--- config.mk ---
export PLATFORM = sky130hd
export DESIGN_NAME = sprite_layer_mixer
export DESIGN_NICKNAME = d
export VERILOG_FILES = /design/src/rtl/sprite_layer_mixer.sv
export SDC_FILE = /design/constraint.sdc
export NUM_CORES = 1
export LEC_CHECK = 0
export CELL_PAD_IN_SITES_DETAIL_PLACEMENT = 1
export CELL_PAD_IN_SITES_GLOBAL_PLACEMENT = 2
export CORE_ASPECT_RATIO = 0.8
export CORE_MARGIN = 3
export CORE_UTILIZATION = 31
export DETAILED_ROUTE_END_ITERATION = 10
export PLACE_DENSITY_LB_ADDON = 0.1
export SETUP_SLACK_MARGIN = 0.3
export SLEW_MARGIN = 20
export SYNTH_ARGS = -nofsm -noshare
export SYNTH_HDL_FRONTEND = slang
export SYNTH_SLANG_ARGS = --single-unit
export TNS_END_PERCENT = 50
--- constraint.sdc ---
create_clock -name clk25 -period 5.9 [get_ports clk25]
set_input_delay 1.77 -clock clk25 [delete_from_list [all_inputs] [get_ports clk25]]
set_output_delay 1.77 -clock clk25 [all_outputs]
set_load 0.01 [all_outputs]
--- src/rtl/sprite_layer_mixer.sv ---
// sprite_layer_mixer: N-layer sprite compositor in front of the VGA pins.
// Two-stage pipeline: stage 1 gates layers and registers the inputs, stage 2
// picks the lowest-index drawing layer and expands colour to 4 bits/channel.
// Syncs travel through the same two registers so they stay aligned with colour.
// Overlap flags are accumulated per frame and published at the start of vsync.
// Optional feature macro: MIXER_HIT_FLASH_EN (winning layers with a set hit
// bit are drawn white for the frame following publication).
module sprite_layer_mixer #(
    parameter int                   LAYERS          = 16,
    parameter int                   CH_BITS         = 1,
    parameter bit                   SYNC_ACTIVE_LOW = 1'b1,
    parameter int                   FRAME_W         = 16,
    parameter logic [3*CH_BITS-1:0] BG_RGB          = '0
) (
    input  logic                          clk25,
    input  logic                          rst,
    input  logic [LAYERS-1:0]             layer_valid,
    input  logic [LAYERS-1:0]             layer_enable,
    input  logic [3*CH_BITS*LAYERS-1:0]   layer_rgb,
    input  logic                          video_on_in,
    input  logic                          hsync_in,
    input  logic                          vsync_in,
    output logic [3:0]                    vga_r,
    output logic [3:0]                    vga_g,
    output logic [3:0]                    vga_b,
    output logic                          hsync_out,
    output logic                          vsync_out,
    output logic [LAYERS-1:0]             hit_mask,
    output logic                          frame_tick,
    output logic [FRAME_W-1:0]            frame_count
);

    localparam logic IDLE_LVL = SYNC_ACTIVE_LOW;

    typedef enum logic {
        ST_ACCUMULATE = 1'b0,
        ST_PUBLISH    = 1'b1
    } frame_state_t;

    // Replicate a CH_BITS channel value across 4 output bits.
    function automatic logic [3:0] expand(input logic [CH_BITS-1:0] c);
        logic [3:0] e;
        for (int b = 0; b < 4; b++) begin
            e[b] = c[b % CH_BITS];
        end
        return e;
    endfunction

    logic [LAYERS-1:0]           w_g;
    logic                        w_multi;
    logic [LAYERS-1:0]           w_contrib;
    logic                        w_boundary;

    logic [LAYERS-1:0]           r_g_p1;
    logic [3*CH_BITS*LAYERS-1:0] r_rgb_p1;
    logic                        r_von_p1;
    logic                        r_hs_p1;
    logic                        r_vs_p1;

    logic                        w_any;
    logic [3*CH_BITS-1:0]        w_sel_rgb;
    logic [3*CH_BITS-1:0]        w_pix;
    logic                        w_flash;
    logic [11:0]                 w_col;

    logic [LAYERS-1:0]           r_acc;
    frame_state_t                r_state;
    frame_state_t                w_state_nxt;

    // Stage-1 gating, overlap detection and frame-boundary detection.
    always_comb begin
        w_g        = layer_valid & layer_enable & {LAYERS{video_on_in}};
        w_multi    = |(w_g & (w_g - LAYERS'(1)));
        w_contrib  = w_multi ? w_g : '0;
        w_boundary = (vsync_in != IDLE_LVL) && (r_vs_p1 == IDLE_LVL);
    end

    // ---- stage 1 boundary: register gated layers, colours and syncs ----
    always_ff @(posedge clk25 or posedge rst) begin
        if (rst) begin
            r_g_p1   <= '0;
            r_rgb_p1 <= '0;
            r_von_p1 <= 1'b0;
            r_hs_p1  <= 1'b0;
            r_vs_p1  <= 1'b0;
        end else begin
            r_g_p1   <= w_g;
            r_rgb_p1 <= layer_rgb;
            r_von_p1 <= video_on_in;
            r_hs_p1  <= hsync_in;
            r_vs_p1  <= vsync_in;
        end
    end

    // Priority select: lowest-index gated layer wins.
    always_comb begin
        w_any     = 1'b0;
        w_sel_rgb = '0;
`ifdef MIXER_HIT_FLASH_EN
        w_flash   = 1'b0;
`endif
        for (int i = LAYERS - 1; i >= 0; i--) begin
            if (r_g_p1[i]) begin
                w_any     = 1'b1;
                w_sel_rgb = r_rgb_p1[3*CH_BITS*i +: 3*CH_BITS];
`ifdef MIXER_HIT_FLASH_EN
                w_flash   = hit_mask[i];
`endif
            end
        end
`ifndef MIXER_HIT_FLASH_EN
        w_flash = 1'b0;
`endif
    end

    // Colour choice, expansion, flash override and blanking.
    always_comb begin
        w_pix = w_any ? w_sel_rgb : BG_RGB;
        w_col = {expand(w_pix[3*CH_BITS-1 -: CH_BITS]),
                 expand(w_pix[2*CH_BITS-1 -: CH_BITS]),
                 expand(w_pix[CH_BITS-1:0])};
        if (w_any && w_flash) begin
            w_col = 12'hFFF;
        end
        if (!r_von_p1) begin
            w_col = 12'h000;
        end
    end

    // ---- stage 2 boundary: register composited colour and delayed syncs ----
    always_ff @(posedge clk25 or posedge rst) begin
        if (rst) begin
            vga_r     <= 4'h0;
            vga_g     <= 4'h0;
            vga_b     <= 4'h0;
            hsync_out <= IDLE_LVL;
            vsync_out <= IDLE_LVL;
        end else begin
            vga_r     <= w_col[11:8];
            vga_g     <= w_col[7:4];
            vga_b     <= w_col[3:0];
            hsync_out <= r_hs_p1;
            vsync_out <= r_vs_p1;
        end
    end

    // Frame state register: PUBLISH lasts exactly the cycle after a boundary.
    always_ff @(posedge clk25 or posedge rst) begin
        if (rst) begin
            r_state <= ST_ACCUMULATE;
        end else begin
            r_state <= w_state_nxt;
        end
    end

    // Frame next-state: publish whenever a vsync pulse starts.
    always_comb begin
        w_state_nxt = w_boundary ? ST_PUBLISH : ST_ACCUMULATE;
    end

    // Frame outputs: tick is high only while in PUBLISH.
    always_comb begin
        frame_tick = (r_state == ST_PUBLISH);
    end

    // Overlap accumulator, published mask and frame counter.
    always_ff @(posedge clk25 or posedge rst) begin
        if (rst) begin
            r_acc       <= '0;
            hit_mask    <= '0;
            frame_count <= '0;
        end else if (w_boundary) begin
            // The boundary cycle's own overlap belongs to the frame being closed.
            hit_mask    <= r_acc | w_contrib;
            r_acc       <= '0;
            frame_count <= frame_count + FRAME_W'(1);
        end else begin
            r_acc       <= r_acc | w_contrib;
        end
    end

endmodule
==> metrics.csv, run 1 <==
metric,value,unit
finalHoldViolations,0,
p_sw,0.642,mW
path_cells,clkdlybuf4s50_1 -> and3_1 -> a21o_4 -> nor4_1 -> a31oi_2 -> buf_4 -> nor3_1 -> a21oi_2,
yosysMostFrequentCell,dfrtp_1,
yosys.cell_types.count,51,
crit_buf_inv,2,
finalWirelength,14.1,mm
areaGrowthSynthToFinish,40.3,%
clk_pin_slew,0.06,ns
cp.required,6.18,ns
ir_drop,170,uV
firstDrtPassIters,4,
critPathKind,in -> reg,
syn_nets,527,
p_int,1.79,mW
synthCells,441,
fill_cells,1711,
yosysWarnings,0,
grt_max_degree,50,
power.density,343,mW/mm2
synth-edff-count,0,
hold_buffers,0,
arrival,4.55,ns
num_vias,3873,
avgSynthCellArea,11.5,um2
cp_top_family,simple AND/OR/NAND/NOR gates,
grt_pass1_vias,4188,
start_util,31.9,%
ctsResizeCount,0,
post_synth_most_frequent_cells,"dfrtp_1, a21oi_2, o21ai_0",
cp_slowest_cell,clkdlybuf4s50_1,
tightest_slew,0.725,ns
cts_buffers,17,
nets,651,
dp_hpwl,10.0,mm
coreArea,0.0159,mm2
die_w,149,um
fmax,235,MHz
seq_area_frac_synth,59.8,%
maxSlewHeadroom,51.5,%
p_leak,2.96,nW
p_clk_share,43.7,%
antenna_found_initial,0,
swShare,26.4,%
yosysTopAreaCell,dfrtp_1,
fin_util,44.7,%
period_share,72.2,%
cts_buffer_depth,2,
post-route-drc-count,0,
cts_tree,yes,
cp_max_fo,30,
final_antenna_net_count,0,
cts_max_level,4,
gp_congestion,0.751,
cts_setup_buffers,0,
grt_pass1_wl,22.5,mm
clock_skew,0.00477,ns
syn_area,0.00507,mm2
synthTopCellsByArea,"dfrtp_1, a21oi_2, o21ai_0, nor3_1, or3_1",
grt_usage,16.4,%
maxCapViolCount,0,
drt-initial-drc-count,222,
via_per_inst,4.88,
grt_setup_unrepaired,no,
hold_class,reg -> reg,
cp-start-kind,input pin,
core.rowCount,41,
synth_top_area_share,58.8,%
design_power_total,2.44,mW
status,"finished, final reports clean",
slowest_delay,0.79,ns
p_comb_share,16.5,%
tns,0,ns
synth_seq_cells,121,
dieArea,0.0179,mm2
setup_violations,0,
dieHeight,120,um
grt_overflow,0,
clockRootBuffer,clkbuf_16,
fin_crit,4.26,ns
io_buffers,131,
routedWlPerCell,17.8,um
clock-sinks,121,
synth_top_flop_cell,dfrtp_1,
r2r_setup_slack,3.72,ns
synthArstFlopShare,100,%
seq_power_share,39.7,%
worstSetupEndpointType,flop,
io_pins,132,
finalMaxSlewViolations,0,
clock_latency,0.42,ns
drive_gt1_share,14.7,%
[state kept, by name, summed over array words and instances (netlist names)]
register	flops
r_rgb_p1	48
vga_b	1
r_von_p1	1
frame_count	16
vga_g	1
frame_tick	1
vga_r	1
r_g_p1	16
r_hs_p1	1
vsync_out	1
r_acc	16
hsync_out	1
r_vs_p1	1
hit_mask	16
[layer usage]
| metal | wire (um) | vias up | global-route usage, % | share of wire (%) |
|---|---|---|---|---|
| li1 | - | 1804 | - | - |
| met1 | 6690 | 1964 | 21.7 | 47 |
| met2 | 6610 | 96 | 25.6 | 47 |
| met3 | 690 | 9 | 5.51 | 4.9 |
| met4 | 121 | 0 | 4.75 | 0.86 |
| met5 | 0 | - | 0 | 0 |
[layout make-up]
cell class	count	area, um2	area share (%)
inverter	11	43.8	0.616
tap	215	269	3.78
clock inverter	14	174	2.45
antenna	1	2.50	0.0352
multi-input combinational	278	1800	25.3
sequential	121	3030	42.6
clock buffer	18	439	6.18
timing repair buffer	136	1350	19.0
[worst register-to-register path, cell delays in order (launching register included)]
cell     delay, ns
dfrtp_1       0.45
or2_1         0.31
or3_1         0.42
o41ai_2       0.56
or3_1         0.20
o32ai_1       0.08
[cells in the final DEF, fill, tap and decap left out, types with 6 or more instances in the layout]
cell               n
a21oi_1            9
a21oi_2           31
and3_1            12
clkbuf_16         17
clkdlybuf4s50_1  131
clkinvlp_4         7
dfrtp_1          119
inv_1              7
nand2_1           22
nand3_1           10
nor2_1            25
nor2b_1           12
nor3_1            26
nor3b_1            6
nor4_1             6
o21ai_0           31
or3_1             17
xnor2_1            9
xor2_1             6
[cell families (layout without fill, tap and decap cells)]
logic type                 Yosys count  count (layout)  share of synthesized area, %
adders and majority gates            2               2                         0.469
muxes                                1               1                         0.198
AOI/OAI and AO/OA                  109             109                          16.0
DFF                                121             121                          59.8
buffers and inverters               42             179                          4.91
and+or+nand+nor                    151             151                          16.0
xor gates and xnor gates            15              15                          2.59
other                                0               1                             0
[stage by stage]
stage	std cells	worst slack (ns)	hold WS [ns]	area (um2)
6_report	794	1.64	0.355	7110
5_1_grt	793	1.34	0.368	7110
4_1_cts	793	1.57	0.357	7110
3_5_place_dp	761	1.16	0.343	6490
3_3_place_gp	761	1.31	0.337	6490
2_1_floorplan	441	0.919	0.333	5070
[final timing paths]
| path | start | to | cells past startpoint |
|---|---|---|---|
| max | video_on_in | hit_mask[0] | 8 |
| min | r_hs_p1 | hsync_out | 0 |
| max reg2reg | r_g_p1[1] | vga_g[2] | 5 |
| min reg2reg | r_hs_p1 | hsync_out | 0 |
| max in group asynchronous | rst | vsync_out | 3 |
| min in group asynchronous | rst | r_hs_p1 | 2 |
[power by group through the flow]
| stage | logic, mW | clock network [mW] | registers (mW) |
|---|---|---|---|
| finish | 0.402 | 1.07 | 0.968 |
| floorplan | 0.198 | 0 | 0.986 |
| global route | 0.442 | 1.13 | 0.978 |
| CTS | 0.411 | 1.09 | 0.969 |
| detailed placement | 0.408 | 0 | 0.982 |
| global placement | 0.400 | 0 | 0.980 |
No activity file was read; power rests on OpenSTA's default activity.
==> inputs of run 2 (changes only) <==
Clock period 5.9 ns to 4.15 ns, I/O delays scaled along.
==> run 2 against run 1 <==
Clock skew rose by 0.0015 ns. Sequential power rose by 43%. Cell count rose by 0.13%. Via count rose by 0.23%. Register-to-register slack got worse by 1.8 ns. Total power rose by 40%. Global-route usage rose by 0.10 points. Count of clock-buffer cells in the layout rose by 3. Flip-flop and latch count did not move. Utilization rose by 0.11 points. Worst setup slack got worse by 0.71 ns. Critical path depth rose by 1.
==> metrics.csv, run 2 (synthesis results as in run 1) <==
metric,value,unit,change
setup_violations,0,,unchanged
critPathMostFrequentCell,buf_4,,
areaGrowthSynthToFinish,40.6,%,was 40.3%
wl_met2,6.48,mm,was 6.61 mm
fmax,310,MHz,
cp_max_fo,30,,unchanged
maxSlewHeadroom,54.0,%,was 51.5%
gp_congestion,0.785,,was 0.751
p_leak,2.98,nW,was 2.96 nW
cp.required,4.44,ns,was 6.18 ns
via_per_inst,4.88,,about the same
routed.top_layer,met4,,unchanged
rr_startpoint,r_g_p1[1],,unchanged
grt_max_degree,122,,was 50
r2r_setup_slack,1.96,ns,was 3.72 ns
dp_cells,763,,was 761
ir_drop,284,uV,was 170 uV
crit_start,video_on_in,,unchanged
pre_cts_ws,0.479,ns,was 1.16 ns
drive_gt1_share,14.8,%,was 14.7%
dp_hpwl,9.88,mm,was 10.0 mm
diodes,0,,was 1
grt_overflow,0,,unchanged
die_w,149,um,unchanged
clockRootBuffer,clkbuf_16,,unchanged
cp.depth,9,,was 8
drt-initial-drc-count,184,,was 222
hp-start,r_hs_p1,,unchanged
finalMaxSlewViolations,0,,unchanged
dpl_cell_area,0.00654,mm2,was 0.00649 mm2
multi_input_area,0.00180,mm2,unchanged
num_vias,3882,,was 3873
wl_met3,697,um,was 690 um
clock_skew,0.00626,ns,was 0.00477 ns
tns,0,ns,unchanged
antenna_found_initial,0,,unchanged
worstSetupEndpointType,flop,,unchanged
instances_no_fill,795,,was 794
cts_buffers,17,,unchanged
clk_pin_slew,0.05,ns,was 0.06 ns
dieArea,0.0179,mm2,unchanged
hold_class,reg -> reg,,unchanged
power.density,480,mW/mm2,was 343 mW/mm2
grt_pass1_wl,22.6,mm,was 22.5 mm
final_antenna_net_count,0,,unchanged
fin_util,44.8,%,was 44.7%
cp_slowest_cell,nor4_1,,was clkdlybuf4s50_1
grt_setup_unrepaired,no,,unchanged
hold_buffers,0,,unchanged
final.setup.worst_slack,0.924,ns,was 1.64 ns
cts_setup_buffers,0,,unchanged
grt_usage,16.5,%,was 16.4%
crit_end,hit_mask[5],,was hit_mask[0]
cts_tree,yes,,unchanged
most-common-layout-cells,"clkdlybuf4s50_1, dfrtp_1, a21oi_2, o21ai_0, nor3_1",,unchanged
tightest_slew,0.689,ns,was 0.725 ns
io_buffers,131,,unchanged
nets,653,,was 651
fin_crit,3.23,ns,
clock-sinks,121,,unchanged
finalWirelength,14.0,mm,was 14.1 mm
cp-start-kind,input pin,,unchanged
io_pins,132,,unchanged
clock_latency,0.41,ns,was 0.42 ns
mostFrequentLayoutCell,clkdlybuf4s50_1,,unchanged
ctsResizeCount,0,,unchanged
core.rowCount,41,,unchanged
finalHoldViolations,0,,unchanged
stdcell_area,0.00713,mm2,was 0.00711 mm2
path_cells,clkdlybuf4s50_1 -> buf_4 -> and3_1 -> a21o_4 -> nor4_1 -> a31oi_2 -> buf_4 -> nor3_1 -> a21oi_2,,was clkdlybuf4s50_1 -> and3_1 -> a21o_4 -> nor4_1 -> a31oi_2 -> buf_4 -> nor3_1 -> a21oi_2
coreArea,0.0159,mm2,unchanged
arrival,3.52,ns,was 4.55 ns
start_util,31.9,%,unchanged
critPathKind,in -> reg,,unchanged
post-route-drc-count,0,,unchanged
cts_max_level,4,,unchanged
seqCellArea,0.00303,mm2,unchanged
crit_buf_inv,3,,was 2
routedWlPerCell,17.7,um,was 17.8 um
cts_buffer_depth,2,,unchanged
period_share,77.7,%,
timing.rr.end,vga_g[2],,unchanged
drt-met1-wl,6.63,mm,was 6.69 mm
largest_reg_flops,48,,unchanged
maxCapViolCount,0,,unchanged
largest_register,r_rgb_p1,,unchanged
slowest_delay,0.48,ns,was 0.79 ns
dieHeight,120,um,unchanged
rr_worst_depth,5,,unchanged
fill_cells,1705,,was 1711
firstDrtPassIters,4,,unchanged
cp_top_family,simple AND/OR/NAND/NOR gates,,unchanged
grt_pass1_vias,4118,,was 4188
status,"finished, final reports clean",,unchanged
## run 2: cell count changes in the layout (fill, tap and decap cells not counted), sizes merged
cell / previous run / this run
buf: 5 / 7
clkbuf: 18 / 21
clkinvlp: 7 / 3
bufinv: 3 / 2
inv: 12 / 10
diode: 1 / 0
clkinv: 3 / 7
## run 2: how the worst min path moves through the flow
stage	end	slack, ns	cells past startpoint
3_5_place_dp	hsync_out	0.34	0
4_1_cts	hsync_out	0.35	0
2_1_floorplan	hsync_out	0.33	0
5_1_grt	hsync_out	0.36	0
3_3_place_gp	hsync_out	0.34	0
6_report	hsync_out	0.35	0
## run 2: worst register-to-register path: cells and delay by family (launching register included)
| family | cells | cell delay, ns |
|---|---|---|
| AOI/OAI and AO/OA | 2 | 0.65 |
| and+or+nand+nor | 3 | 0.92 |
| DFF | 1 | 0.45 |
## run 2: cell type report
cell class                 instances  area share, %
clock buffer                      21           6.60
clock inverter                    11           1.70
inverter                          11          0.632
multi-input combinational        278           25.3
sequential                       121           42.5
tap                              215           3.77
timing repair buffer             138           19.5
## run 2: stage by stage
stage | hold WS, ns | total power, mW
2_1_floorplan | 0.333 | 1.68
6_report | 0.348 | 3.42
4_1_cts | 0.351 | 3.47
5_1_grt | 0.360 | 3.60
3_3_place_gp | 0.336 | 1.97
3_5_place_dp | 0.338 | 1.99
## run 2: layer usage
| metal | track usage [%] | vias up |
|---|---|---|
| li1 | - | 1813 |
| met1 | 22.4 | 1946 |
| met2 | 25.1 | 109 |
| met3 | 4.72 | 14 |
| met4 | 6.06 | 0 |
| met5 | 0 | - |
## run 2: report_power, final
| part | leakage, nW | total [mW] | internal [mW] | switching (mW) |
|---|---|---|---|---|
| registers | 1.50 | 1.38 | 1.29 | 0.0866 |
| logic | 1.19 | 0.582 | 0.309 | 0.273 |
| clock network | 0.289 | 1.46 | 0.928 | 0.533 |
==> inputs of run 3 (changes only) <==
Clock period 4.15 ns to 3.1 ns, I/O delays scaled along.
==> run 3 against run 2 <==
Via count increased by 0.70%. Count of clock-buffer cells in the layout fell by 4. Worst hold slack better by 0.0082 ns. Clock power rose by 48%. Largest cell class unchanged. Cell count up 2.1%. Clock skew decreased by 0.0017 ns. Non-clock buffer count is 17 higher. Total power up 41%.
==> metrics.csv, run 3 (synthesis results as in run 1) <==
metric,value,unit,change
p_clk_share,44.8,%,was 42.7%
die_w,149,um,unchanged
pre_cts_ws,-0.0828,ns,was 0.479 ns
clk_pin_slew,0.06,ns,was 0.05 ns
power.density,652,mW/mm2,was 480 mW/mm2
grt_pass1_wl,23.1,mm,was 22.6 mm
finalHoldViolations,0,,unchanged
grt_usage,16.8,%,was 16.5%
p_int,3.60,mW,was 2.53 mW
start_util,31.9,%,unchanged
dieArea,0.0179,mm2,unchanged
mostFrequentLayoutCell,clkdlybuf4s50_1,,unchanged
diodes,0,,unchanged
p_sw,1.23,mW,was 0.892 mW
p_leak,3.11,nW,was 2.98 nW
final_antenna_net_count,0,,unchanged
status,"finished, final reports clean",,unchanged
clock_skew,0.00457,ns,was 0.00626 ns
io_pins,132,,unchanged
via_per_inst,4.81,,was 4.88
critPathKind,in -> reg,,unchanged
dp_hpwl,10.2,mm,was 9.88 mm
largest_register,r_rgb_p1,,unchanged
areaGrowthSynthToFinish,46.0,%,was 40.6%
num_vias,3909,,was 3882
hold_buffers,0,,unchanged
ir_drop,372,uV,was 284 uV
fin_crit,2.68,ns,
hold_end,hsync_out,,unchanged
cts_buffers,17,,unchanged
gp_congestion,0.772,,was 0.785
rr_worst_depth,5,,unchanged
most-common-layout-cells,"clkdlybuf4s50_1, dfrtp_1, a21oi_2, o21ai_0, nor2_1",,"was clkdlybuf4s50_1, dfrtp_1, a21oi_2, o21ai_0, nor3_1"
fmax,373,MHz,
coreArea,0.0159,mm2,unchanged
period_share,86.5,%,
clock_latency,0.41,ns,about the same
holdPathStages,0,,unchanged
io_buffers,131,,unchanged
drt-initial-drc-count,184,,unchanged
grt_pass1_vias,4287,,was 4118
arrival,2.97,ns,was 3.52 ns
cp_max_fo,20,,was 30
core.rowCount,41,,unchanged
maxCapViolCount,0,,unchanged
final.setup.worst_slack,0.420,ns,was 0.924 ns
grt_max_degree,62,,was 122
r2r_setup_slack,0.97,ns,was 1.96 ns
post-route-drc-count,0,,unchanged
path_cells,clkdlybuf4s50_1 -> buf_12 -> and3_4 -> a21oi_2 -> o31ai_1 -> a211o_1 -> a211oi_4 -> buf_12 -> a21oi_2,,was clkdlybuf4s50_1 -> buf_4 -> and3_1 -> a21o_4 -> nor4_1 -> a31oi_2 -> buf_4 -> nor3_1 -> a21oi_2
timing.rr.end,vga_g[2],,unchanged
firstDrtPassIters,4,,unchanged
crit_buf_inv,3,,unchanged
fill_cells,1669,,was 1705
largest_reg_flops,48,,unchanged
finalWirelength,14.4,mm,was 14.0 mm
dp_cells,780,,was 763
nets,670,,was 653
swShare,25.5,%,was 26.1%
seq_power_share,38.1,%,was 40.2%
routedWlPerCell,17.7,um,about the same
grt_overflow,0,,unchanged
p_comb_share,17.0,%,about the same
cts_buffer_depth,2,,unchanged
antenna_found_initial,0,,unchanged
cts_tree,yes,,unchanged
maxSlewHeadroom,58.3,%,was 54.0%
clockRootBuffer,clkbuf_16,,unchanged
cp-start-kind,input pin,,unchanged
finalMaxSlewViolations,0,,unchanged
slowest_delay,0.46,ns,was 0.48 ns
clock-sinks,121,,unchanged
worstSetupEndpointType,flop,,unchanged
cp_top_family,compound AO/OA/AOI/OAI gates,,was simple AND/OR/NAND/NOR gates
cts_max_level,4,,unchanged
cp.required,3.39,ns,was 4.44 ns
drive_gt1_share,18.8,%,was 14.8%
hold_class,reg -> reg,,unchanged
dieHeight,120,um,unchanged
tightest_slew,0.619,ns,was 0.689 ns
setup_violations,0,,unchanged
grt_setup_unrepaired,no,,unchanged
instances_no_fill,812,,was 795
cp_slowest_cell,clkdlybuf4s50_1,,was nor4_1
rr_startpoint,r_g_p1[1],,unchanged
hp-start,r_hs_p1,,unchanged
-- run 3: timing repair --
action,in CTS,in global routing
setup buffers,0,0
setup endpoints to repair,0,30
gates resized for setup,0,9
-- run 3: metrics by stage --
stage                     TNS (ns)  hold slack (ns)  utilization [%]  power (mW)  cell area [um2]
after floorplan                  0            0.333                -        2.25             5070
after global placement      -0.310            0.338             42.1        2.67             6700
after detailed placement     -1.51            0.348             42.1        2.69             6700
after CTS                        0            0.363             46.2        4.89             7350
after global routing             0            0.378             46.5        5.07             7400
final                            0            0.356             46.5        4.83             7400
-- run 3: final cells by class --
class / count / area, um2 / share of cell area, %
inverters: 11 / 45.0 / 0.609
flip-flops and latches: 121 / 3030 / 41.0
clock inverters: 15 / 224 / 3.03
multi-input cells: 278 / 1850 / 25.0
well taps: 215 / 269 / 3.64
repair buffers: 155 / 1560 / 21.1
clock buffers: 17 / 425 / 5.75
-- run 3: power groups by stage --
stage | Clock, mW | Combinational, mW | Sequential (mW)
after global placement | 0 | 0.804 | 1.86
after detailed placement | 0 | 0.821 | 1.87
final | 2.16 | 0.823 | 1.84
after floorplan | 0 | 0.378 | 1.88
after global routing | 2.31 | 0.902 | 1.86
after CTS | 2.22 | 0.829 | 1.84
-- run 3: worst max path at each step --
stage | from | endpoint | depth (start not counted)
finish | video_on_in | hit_mask[11] | 9
global route | video_on_in | hit_mask[9] | 10
CTS | video_on_in | r_acc[6] | 9
detailed placement | video_on_in | r_acc[6] | 9
global placement | video_on_in | hit_mask[10] | 10
floorplan | layer_valid[7] | r_acc[12] | 7
-- run 3: layer usage --
metal | vias up | GRT usage, % | routed length [um] | share of wire (%)
met4 | 0 | 5.26 | 183 | 1.3
met1 | 1953 | 21.5 | 6480 | 45
li1 | 1841 | - | - | -
met5 | - | 0 | 0 | 0
met2 | 98 | 26.8 | 6820 | 47
met3 | 17 | 5.77 | 870 | 6.1
